File: config.mk
export PLATFORM = sky130hd
export DESIGN_NAME = topk_feeder
export DESIGN_NICKNAME = d
export VERILOG_FILES = /design/src/rtl/topk_pkg.sv /design/src/rtl/topk_feeder.sv
export SDC_FILE = /design/constraint.sdc
export NUM_CORES = 1
export LEC_CHECK = 0
export CAP_MARGIN = 20
export CELL_PAD_IN_SITES_DETAIL_PLACEMENT = 0
export CELL_PAD_IN_SITES_GLOBAL_PLACEMENT = 2
export CORE_MARGIN = 8
export CORE_UTILIZATION = 30
export DETAILED_ROUTE_END_ITERATION = 16
export GPL_TIMING_DRIVEN = 0
export HOLD_SLACK_MARGIN = 0.08
export PLACE_DENSITY_LB_ADDON = 0.1
export SLEW_MARGIN = 5
export SYNTH_ARGS = -nofsm -noshare
export SYNTH_HDL_FRONTEND = slang
export SYNTH_SLANG_ARGS = --single-unit
File: constraint.sdc
create_clock -name clk -period 3.11 [get_ports clk]
set_input_delay 0.933 -clock clk [delete_from_list [all_inputs] [get_ports clk]]
set_output_delay 0.933 -clock clk [all_outputs]
set_load 0.03 [all_outputs]
File: src/rtl/topk_pkg.sv
// Shared definitions for the top-k feeder: parameter defaults and FSM state encoding.
// Imported by the feeder RTL and its testbench.
package topk_pkg;

    localparam int DEF_DATA_WIDTH   = 4;
    localparam int DEF_INDEX_WIDTH  = 9;
    localparam int DEF_TOP_K_NUMBER = 30;

    typedef enum logic [2:0] {
        ST_IDLE   = 3'd0,
        ST_CLEAR  = 3'd1,
        ST_STREAM = 3'd2,
        ST_DRAIN  = 3'd3,
        ST_DONE   = 3'd4
    } state_e;

endpackage

File: src/rtl/topk_feeder.sv
// Feeds one row of signed scores into a top-k sort-PE chain: clears the chain, tags each
// score with its index, then waits for the last beat to ripple through every PE.
module topk_feeder
    import topk_pkg::*;
#(
    parameter int DATA_WIDTH   = DEF_DATA_WIDTH,
    parameter int INDEX_WIDTH  = DEF_INDEX_WIDTH,
    parameter int TOP_K_NUMBER = DEF_TOP_K_NUMBER
) (
    input  logic                   clk,
    input  logic                   rst,
    input  logic                   i_start,
    input  logic                   s_valid,
    output logic                   s_ready,
    input  logic [DATA_WIDTH-1:0]  s_data,
    input  logic                   s_last,
    input  logic                   i_ack,
    output logic                   o_valid,
    output logic [DATA_WIDTH-1:0]  o_data,
    output logic [INDEX_WIDTH:0]   o_index,
    output logic                   o_clear,
    output logic                   o_done,
    output logic [INDEX_WIDTH:0]   o_count,
    output logic                   o_overflow
);

    localparam int CW      = INDEX_WIDTH + 1;
    localparam int DRAIN_W = $clog2(TOP_K_NUMBER + 1);

    state_e              state_q, state_d;
    logic                s_ready_q, s_ready_d;
    logic                o_valid_q, o_valid_d;
    logic [DATA_WIDTH-1:0] o_data_q, o_data_d;
    logic [CW-1:0]       o_index_q, o_index_d;
    logic                o_clear_q, o_clear_d;
    logic                o_done_q, o_done_d;
    logic [CW-1:0]       count_q, count_d;
    logic                overflow_q, overflow_d;
    logic [DRAIN_W-1:0]  drain_q, drain_d;

    always_comb begin
        state_d    = state_q;
        o_valid_d  = 1'b0;
        o_data_d   = o_data_q;
        o_index_d  = o_index_q;
        count_d    = count_q;
        overflow_d = overflow_q;
        drain_d    = drain_q;

        case (state_q)
            ST_IDLE: begin
                if (i_start) begin
                    state_d    = ST_CLEAR;
                    count_d    = '0;
                    overflow_d = 1'b0;
                    drain_d    = '0;
                end
            end
            ST_CLEAR: state_d = ST_STREAM;
            ST_STREAM: begin
                if (s_valid) begin
                    // count_q doubles as the next index; its MSB means the index space is used up.
                    if (!count_q[INDEX_WIDTH]) begin
                        o_valid_d = 1'b1;
                        o_data_d  = s_data;
                        o_index_d = {1'b0, count_q[INDEX_WIDTH-1:0]};
                        count_d   = count_q + CW'(1);
                    end else begin
                        overflow_d = 1'b1;
                    end
                    if (s_last) begin
                        state_d = ST_DRAIN;
                        drain_d = DRAIN_W'(TOP_K_NUMBER);
                    end
                end
            end
            ST_DRAIN: begin
                if (drain_q != '0) drain_d = drain_q - DRAIN_W'(1);
                // Leave as the counter reaches zero so o_done rises TOP_K_NUMBER cycles after the last o_valid.
                if (drain_q <= DRAIN_W'(1)) state_d = ST_DONE;
            end
            ST_DONE: begin
                if (i_ack) state_d = ST_IDLE;
            end
            default: state_d = ST_IDLE;
        endcase

        s_ready_d = (state_d == ST_STREAM);
        o_clear_d = (state_d == ST_CLEAR);
        o_done_d  = (state_d == ST_DONE);
    end

    always_ff @(posedge clk) begin
        if (rst) begin
            state_q    <= ST_IDLE;
            s_ready_q  <= 1'b0;
            o_valid_q  <= 1'b0;
            o_data_q   <= '0;
            o_index_q  <= '0;
            o_clear_q  <= 1'b0;
            o_done_q   <= 1'b0;
            count_q    <= '0;
            overflow_q <= 1'b0;
            drain_q    <= '0;
        end else begin
            state_q    <= state_d;
            s_ready_q  <= s_ready_d;
            o_valid_q  <= o_valid_d;
            o_data_q   <= o_data_d;
            o_index_q  <= o_index_d;
            o_clear_q  <= o_clear_d;
            o_done_q   <= o_done_d;
            count_q    <= count_d;
            overflow_q <= overflow_d;
            drain_q    <= drain_d;
        end
    end

    assign s_ready    = s_ready_q;
    assign o_valid    = o_valid_q;
    assign o_data     = o_data_q;
    assign o_index    = o_index_q;
    assign o_clear    = o_clear_q;
    assign o_done     = o_done_q;
    assign o_count    = count_q;
    assign o_overflow = overflow_q;

endmodule

### Word level (Yosys, flattened, before mapping)

Cells that the tools add are included.
Widths: inputs -> output; s select.

* register bits after elaboration: 36
* input port bits: 10
* output and inout port bits: 29
* logic and storage cells: 60

* $add $sub $neg: 2
* $lt $le $gt $ge: 1
* equality and inequality tests: 13
* mux-type cells: 20
* bitwise logic cells: 3
* reduce and logical (&&, ||, !) cells: 10

Operator list (count)
* $mux 10: 3
* $mux 5: 4
* $pmux 10 s2: 1
* $mux 3: 5
* $pmux 3 s5: 1
* $pmux 5 s3: 1
* $ne 2x2->1 const B: 6
* $add 10x1->10 const B: 1
* $eq 3x2->1 const B: 3
* $reduce_and 4->1: 2
* $eq 3x1->1 const B: 2
* $eq 3x3->1 const B: 2
* $reduce_and 3->1: 2
* $le 5x1->1 const B: 1
* $reduce_and 5->1: 1
* $reduce_bool 5->1: 1
* $sub 5x1->5 const B: 1
* $mux 1: 4
* $logic_not 3->1: 1
* $not 1->1: 3
* $reduce_bool 3->1: 1
* $reduce_or 3->1: 1
* $pmux 1 s2: 1
* $reduce_bool 2->1: 1

### Longest topological paths before layout

Gate-level depths: netlist of run 1.

* word-level depth: 4
* depth in mapped cells: 8

### Worst setup path before layout of run 1

OpenSTA, ideal clock, no wires.

* path type: in2reg
* start: input port i_start
* end: register count_q[5], in the netlist o_count[5]
* setup time: 70 ps
* arrival time: 1950 ps
* data required time: 3040 ps
* path slack: 1091 ps
* cell stages on the path: 4
* cells stage by stage: nor2b_1 > o21ai_1 > or4_1 > a21oi_1

* longest elaborated chain between the ends: 2

RTL lines
* from (decl): RTL line topk_feeder.sv:12 `input logic i_start,`
* $ne 2x2->1 (no line)
* $reduce_and 4->1 (no line)
* to (signal assigned): RTL line topk_feeder.sv:113 `count_q <= count_d;`
* to (decl): RTL line topk_feeder.sv:37 `logic [CW-1:0] count_q, count_d;`

No other way between the ends.
A chain may end at the register's enable or synchronous reset.

### Final worst setup path of run 1

* start: input port s_valid
* end: register o_index_q[2], in the netlist o_index[2]

* longest elaborated chain between the ends: 1

RTL lines
* from (decl): RTL line topk_feeder.sv:13 `input logic s_valid,`
* $reduce_and 3->1 (no line)
* to (signal assigned): RTL line topk_feeder.sv:110 `o_index_q <= o_index_d;`
* to (decl): RTL line topk_feeder.sv:34 `logic [CW-1:0] o_index_q, o_index_d;`

No other way between the ends.

==> results of run 1 <==
worst max path at each step:
stage                     startpoint                      end  slack [ps]  cells past startpoint
final                        s_valid  o_index[2]$_SDFFE_PP0P_         550                      6
after global routing         s_valid   o_data[2]$_SDFFE_PP0P_         300                      6
after CTS                    s_valid  o_index[2]$_SDFFE_PP0P_         500                      6
after detailed placement     s_valid  o_index[2]$_SDFFE_PP0P_         210                      6
after global placement       s_valid  o_index[2]$_SDFFE_PP0P_         240                      6
after floorplan              i_start  o_count[5]$_SDFFE_PP0P_        1090                      4
critical path, cell delays in order:
cell and delay [ps]:
clkdlybuf4s50_1 590, nand2_1 120, nor3_1 570, buf_2 350, nand2_1 90, a21oi_1 120
cell usage after synthesis (3+ instances only):
cell type  number
ha_1            4
nor2_1         18
nand3_1         5
o211ai_1        3
xor2_1          3
or3_1           3
a21oi_1        22
dfxtp_1        36
nor3_1          3
nand2_1        37
inv_1           4
nand2b_1        3
o31ai_1         3
nor4b_1         3
or4_1           3
clkbuf_1        6
report_power, final:
group / switching, µW / internal [µW]
clock network: 172 / 180
registers: 10.5 / 472
logic: 80.5 / 52.4
total: 263 / 704
per-layer routing:
metal	vias to the layer above	part of all wire
met5	-	0
met2	21	0.52
met4	0	0.0093
met3	6	0.043
met1	747	0.42
li1	781	-
sequential cells by signal, summed over array words and instances (netlist names):
name / flops
o_overflow: 1
o_count: 10
o_index: 9
o_clear: 1
s_ready: 1
drain_q: 5
o_done: 1
o_data: 4
state_q: 3
o_valid: 1
metrics by stage:
stage / area (µm²) / cells / utilization / setup slack (ps) / hold WS (ps)
after floorplan: 1630 / 198 / - / 1090 / 458
after global placement: 2090 / 307 / 0.390 / 239 / 442
after detailed placement: 2090 / 307 / 0.390 / 213 / 451
after CTS: 2190 / 315 / 0.407 / 496 / 462
after global routing: 2190 / 315 / 0.407 / 301 / 482
final: 2190 / 315 / 0.407 / 548 / 459
final cells by class:
cell class | instances | area, µm²
tap | 72 | 90.1
inverter | 4 | 15.0
fill | 549 | 3180
clock buffer | 7 | 86.3
timing repair buffer | 37 | 370
clock inverter | 1 | 7.51
buffer | 11 | 56.3
multi-input combinational | 147 | 841
sequential | 36 | 721
cells by family after synthesis:
family / synth area share
AND/OR/NAND/NOR: 0.276
AO/OA/AOI/OAI: 0.172
flip-flops: 0.441
buffers and inverters: 0.0437
adder cells (fa/ha/maj): 0.0307
XOR/XNOR: 0.0215
multiplexers: 0.0123
other: 0.00230
==> flow_summary.toml, run 1 <==
[logic_synthesis]
seq_area_frac_synth = 0.441
syn_inst = 198
synth_top_flop_cell = "dfxtp_1"
synth.largest_area_cell = "dfxtp_1"
synth_top_area_frac = 0.441
async_flop_share = 0
synth_edf_count = 0
synth_nets = 212
syn-cell-area_mm2 = 0.00163
synthTopCellsByArea = "dfxtp_1 (44%), nand2_1 (8.5%), a21oi_1 (6.7%)"
synth-seq-cells = 36
synth_cell_types = 48
ys_warn_count = 0
avgSynthCellArea_um2 = 8.25

[global_routing]
overflow = 0
met2_usage = 0.211
grt_max_degree = 12
use_met3 = 0.0416
grtUsageTotal = 0.116
grt_pass1_wl_um = 7750
gr-usage-met1 = 0.119
top_usage_layer = "met2"
antenna_found_initial = 0
first_global_vias = 1631

[routing]
drt_wl_total_um = 4540
viasPerCell = 4.94
drc = 0
vias = 1555
ant_nets = 0
wire_per_inst_um = 14.4
drtIter0Drc = 94
drtPass1Iterations = 4

[floorplanning]
start_util = 0.304
fp.coreArea_mm2 = 0.00537
dieArea_mm2 = 0.00806
rows = 27
die_y_um = 89.8
die_x_um = 89.8
ios = 39

[final_layout]
final_nets = 256
layout_common_cells = "nand2_1 (37), clkdlybuf4s50_1 (37), dfxtp_1 (36), a21oi_1 (22), nor2_1 (18)"
drive_gt1_frac = 0.0617
area_growth_pct = 33.9
antenna_cells = 0

[cts]
htreeDepth = 2
post_cts_buffers = 0
root_buffer = "clkbuf_8"
clkTransAtPathRegs_ps = 80
cts_buffers = 5
cts-hold-fix-buffers = 0
cts_tree = "yes"
cts.path.max_buffers = 2
cts_sinks = 36
cts-resized-gates = 0
clk_latency_ps = 290

[power]
ir_drop_v = 0.000144
p_per_area_mw_per_mm2 = 442
p_total_uw = 967
leakage_uw = 0.000760

[critical_path]
reg2reg_from = "state_q[2]$_SDFF_PP0_"
startpoint_type = "input port"
r2r-end = "o_index[2]$_SDFFE_PP0P_"
required_ps = 3330
path_class = "in2reg"
ff2ff_path_depth = 7
crit_path_end_kind = "flip-flop"
cp_data_arrival_time_ps = 2780
regToRegSetupSlack_ps = 1100
path_max_fanout = 10

[sta]
finalCritPeriodShare = 0.824
worst_clock_skew_ps = 6.19
worst_slew_pin_slew_ps = 718
fmax_mhz = 390
setup_tns_ps = 0
hold_viol = 0
period_needed_ps = 2560
setup_viol = 0
relSlewSlack = 0.518
final_max_slew_viol_count = 0
rsz0062_at_grt = "false"

[min_path]
min_path_cells = 2
min_path_type = "reg2reg"
min_to = "o_index[3]$_SDFFE_PP0P_"
hp-start = "o_index[3]$_SDFFE_PP0P_"

[flow_run]
maxCapViolations = 0

[place]
place_hpwl_um = 3440
gp_congestion = 0.869
portBuffers = 37

[outcome]
status = "completed"
Note: power is estimated with default switching activity, not from simulation.
==> run 2: changes to the inputs <==
--- a/config.mk
+++ b/config.mk
@@ -9,7 +9,7 @@
 export CELL_PAD_IN_SITES_DETAIL_PLACEMENT = 0
 export CELL_PAD_IN_SITES_GLOBAL_PLACEMENT = 2
 export CORE_MARGIN = 8
-export CORE_UTILIZATION = 30
+export CORE_UTILIZATION = 25
 export DETAILED_ROUTE_END_ITERATION = 16
 export GPL_TIMING_DRIVEN = 0
 export HOLD_SLACK_MARGIN = 0.08
==> constraint.sdc (replaced) <==
create_clock -name clk -period 2.3 [get_ports clk]
set_input_delay 0.69 -clock clk [delete_from_list [all_inputs] [get_ports clk]]
set_output_delay 0.69 -clock clk [all_outputs]
set_load 0.03 [all_outputs]
==> flow_summary.toml, run 2 (synthesis gave the netlist of run 1 again) <==
[outcome]
status = "completed"

[sta]
finalCritPeriodShare = 0.966
rsz0062_at_grt = "false"
period_needed_ps = 2220
relSlewSlack = 0.655
setup_tns_ps = 0
hold_slack_ps = 453
worst_slew_pin_slew_ps = 510
worst_clock_skew_ps = 5.33
fmax_mhz = 450
final_max_slew_viol_count = 0
fin_ws_ps = 79.0
setup_viol = 0
hold_viol = 0

[critical_path]
cp_num_buf_inv = 1
startpoint_type = "flip-flop"
cp_data_arrival_time_ps = 1530
cp_slowest_stage_delay_ps = 740
worstPathCellList = "clkdlybuf4s50_1"
critPathTopFamily = "buffers and inverters"
crit_path_end_kind = "output port"
path_max_fanout = 7
path_class = "reg2out"
required_ps = 1610
critPathSlowestCell = "clkdlybuf4s50_1"

[floorplanning]
dieArea_mm2 = 0.00937
ios = 39
die_y_um = 96.8
fp.coreArea_mm2 = 0.00635
die_x_um = 96.8
start_util = 0.257
rows = 29

[cts]
root_buffer = "clkbuf_8"
cts_buffers = 5
clkTransAtPathRegs_ps = 70
cts.path.max_buffers = 2
htreeDepth = 2
cts_sinks = 36
clk_latency_ps = 290
cts_tree = "yes"
post_cts_buffers = 0

[final_layout]
final_nets = 256
final.fill_count = 689
drive_gt1_frac = 0.0741
fin_area_mm2 = 0.00222
area_growth_pct = 35.9
antenna_cells = 0
largest_reg_flops = 10
regArea_um2 = 721
layout_common_cells = "nand2_1 (37), clkdlybuf4s50_1 (37), dfxtp_1 (36), a21oi_1 (22), nor2_1 (18)"
multi_input_area_um2 = 852

[global_routing]
grt_max_degree = 12
antenna_found_initial = 0
first_global_vias = 1614
overflow = 0
grt_pass1_wl_um = 7890
grtUsageTotal = 0.102

[place]
portBuffers = 37
place_area_mm2 = 0.00210
post-place-ws_ps = -313
place_hpwl_um = 3580
gp_congestion = 0.721

[routing]
drtPass1Iterations = 4
drt_wl_total_um = 4760
vias = 1554
wire_per_inst_um = 14.9
viasPerCell = 4.86
drc = 0
drtIter0Drc = 43
ant_nets = 0

[flow_run]
maxCapViolations = 0

[power]
p_per_area_mw_per_mm2 = 627
ir_drop_v = 0.000287
leakage_uw = 0.000777

[min_path]
min_path_type = "reg2reg"
==> run 2: layout make-up <==
class / count / area share
Multi-Input combinational cell: 147 / 0.384
Sequential cell: 36 / 0.325
Timing Repair Buffer: 37 / 0.167
Tap cell: 77 / 0.0434
Clock buffer: 6 / 0.0327
Buffer: 11 / 0.0254
Clock inverter: 2 / 0.0158
Inverter: 4 / 0.00677
==> run 2: per-stage QoR <==
step	cells	utilization	total power [µW]
after floorplan	198	-	780
after global placement	312	0.331	852
after detailed placement	312	0.331	850
after CTS	320	0.348	1420
after global routing	320	0.349	1460
final	320	0.349	1390
==> run 2: per-layer routing <==
layer  part of all wire  vias up  wire [µm]  track usage
li1                   -      787          -            -
met1               0.45      741       2120        0.111
met2               0.50       20       2400        0.180
met3              0.035        6        166       0.0320
met4              0.015        0         73       0.0367
met5                  0        -          0            0
==> run 2: report_power, final <==
group | internal, µW | switching [µW]
sequential | 638 | 14.1
clock | 322 | 234
combinational | 72.1 | 112
==> run 2: worst paths after layout <==
check                          startpoint                      end  slack (ps)  depth (start not counted)
setup reg to reg    state_q[2]$_SDFF_PP0_  o_count[8]$_SDFFE_PP0P_         390                          7
hold / removal     o_data[1]$_SDFFE_PP0P_   o_data[1]$_SDFFE_PP0P_         450                          2
setup / recovery  o_count[3]$_SDFFE_PP0P_               o_count[3]          80                          1
hold reg to reg    o_data[1]$_SDFFE_PP0P_   o_data[1]$_SDFFE_PP0P_         450                          2
==> run 2: what timing repair did <==
item,in CTS,in global routing
hold buffers,0,0
resized for setup,1,2
endpoints found under the setup margin,3,2
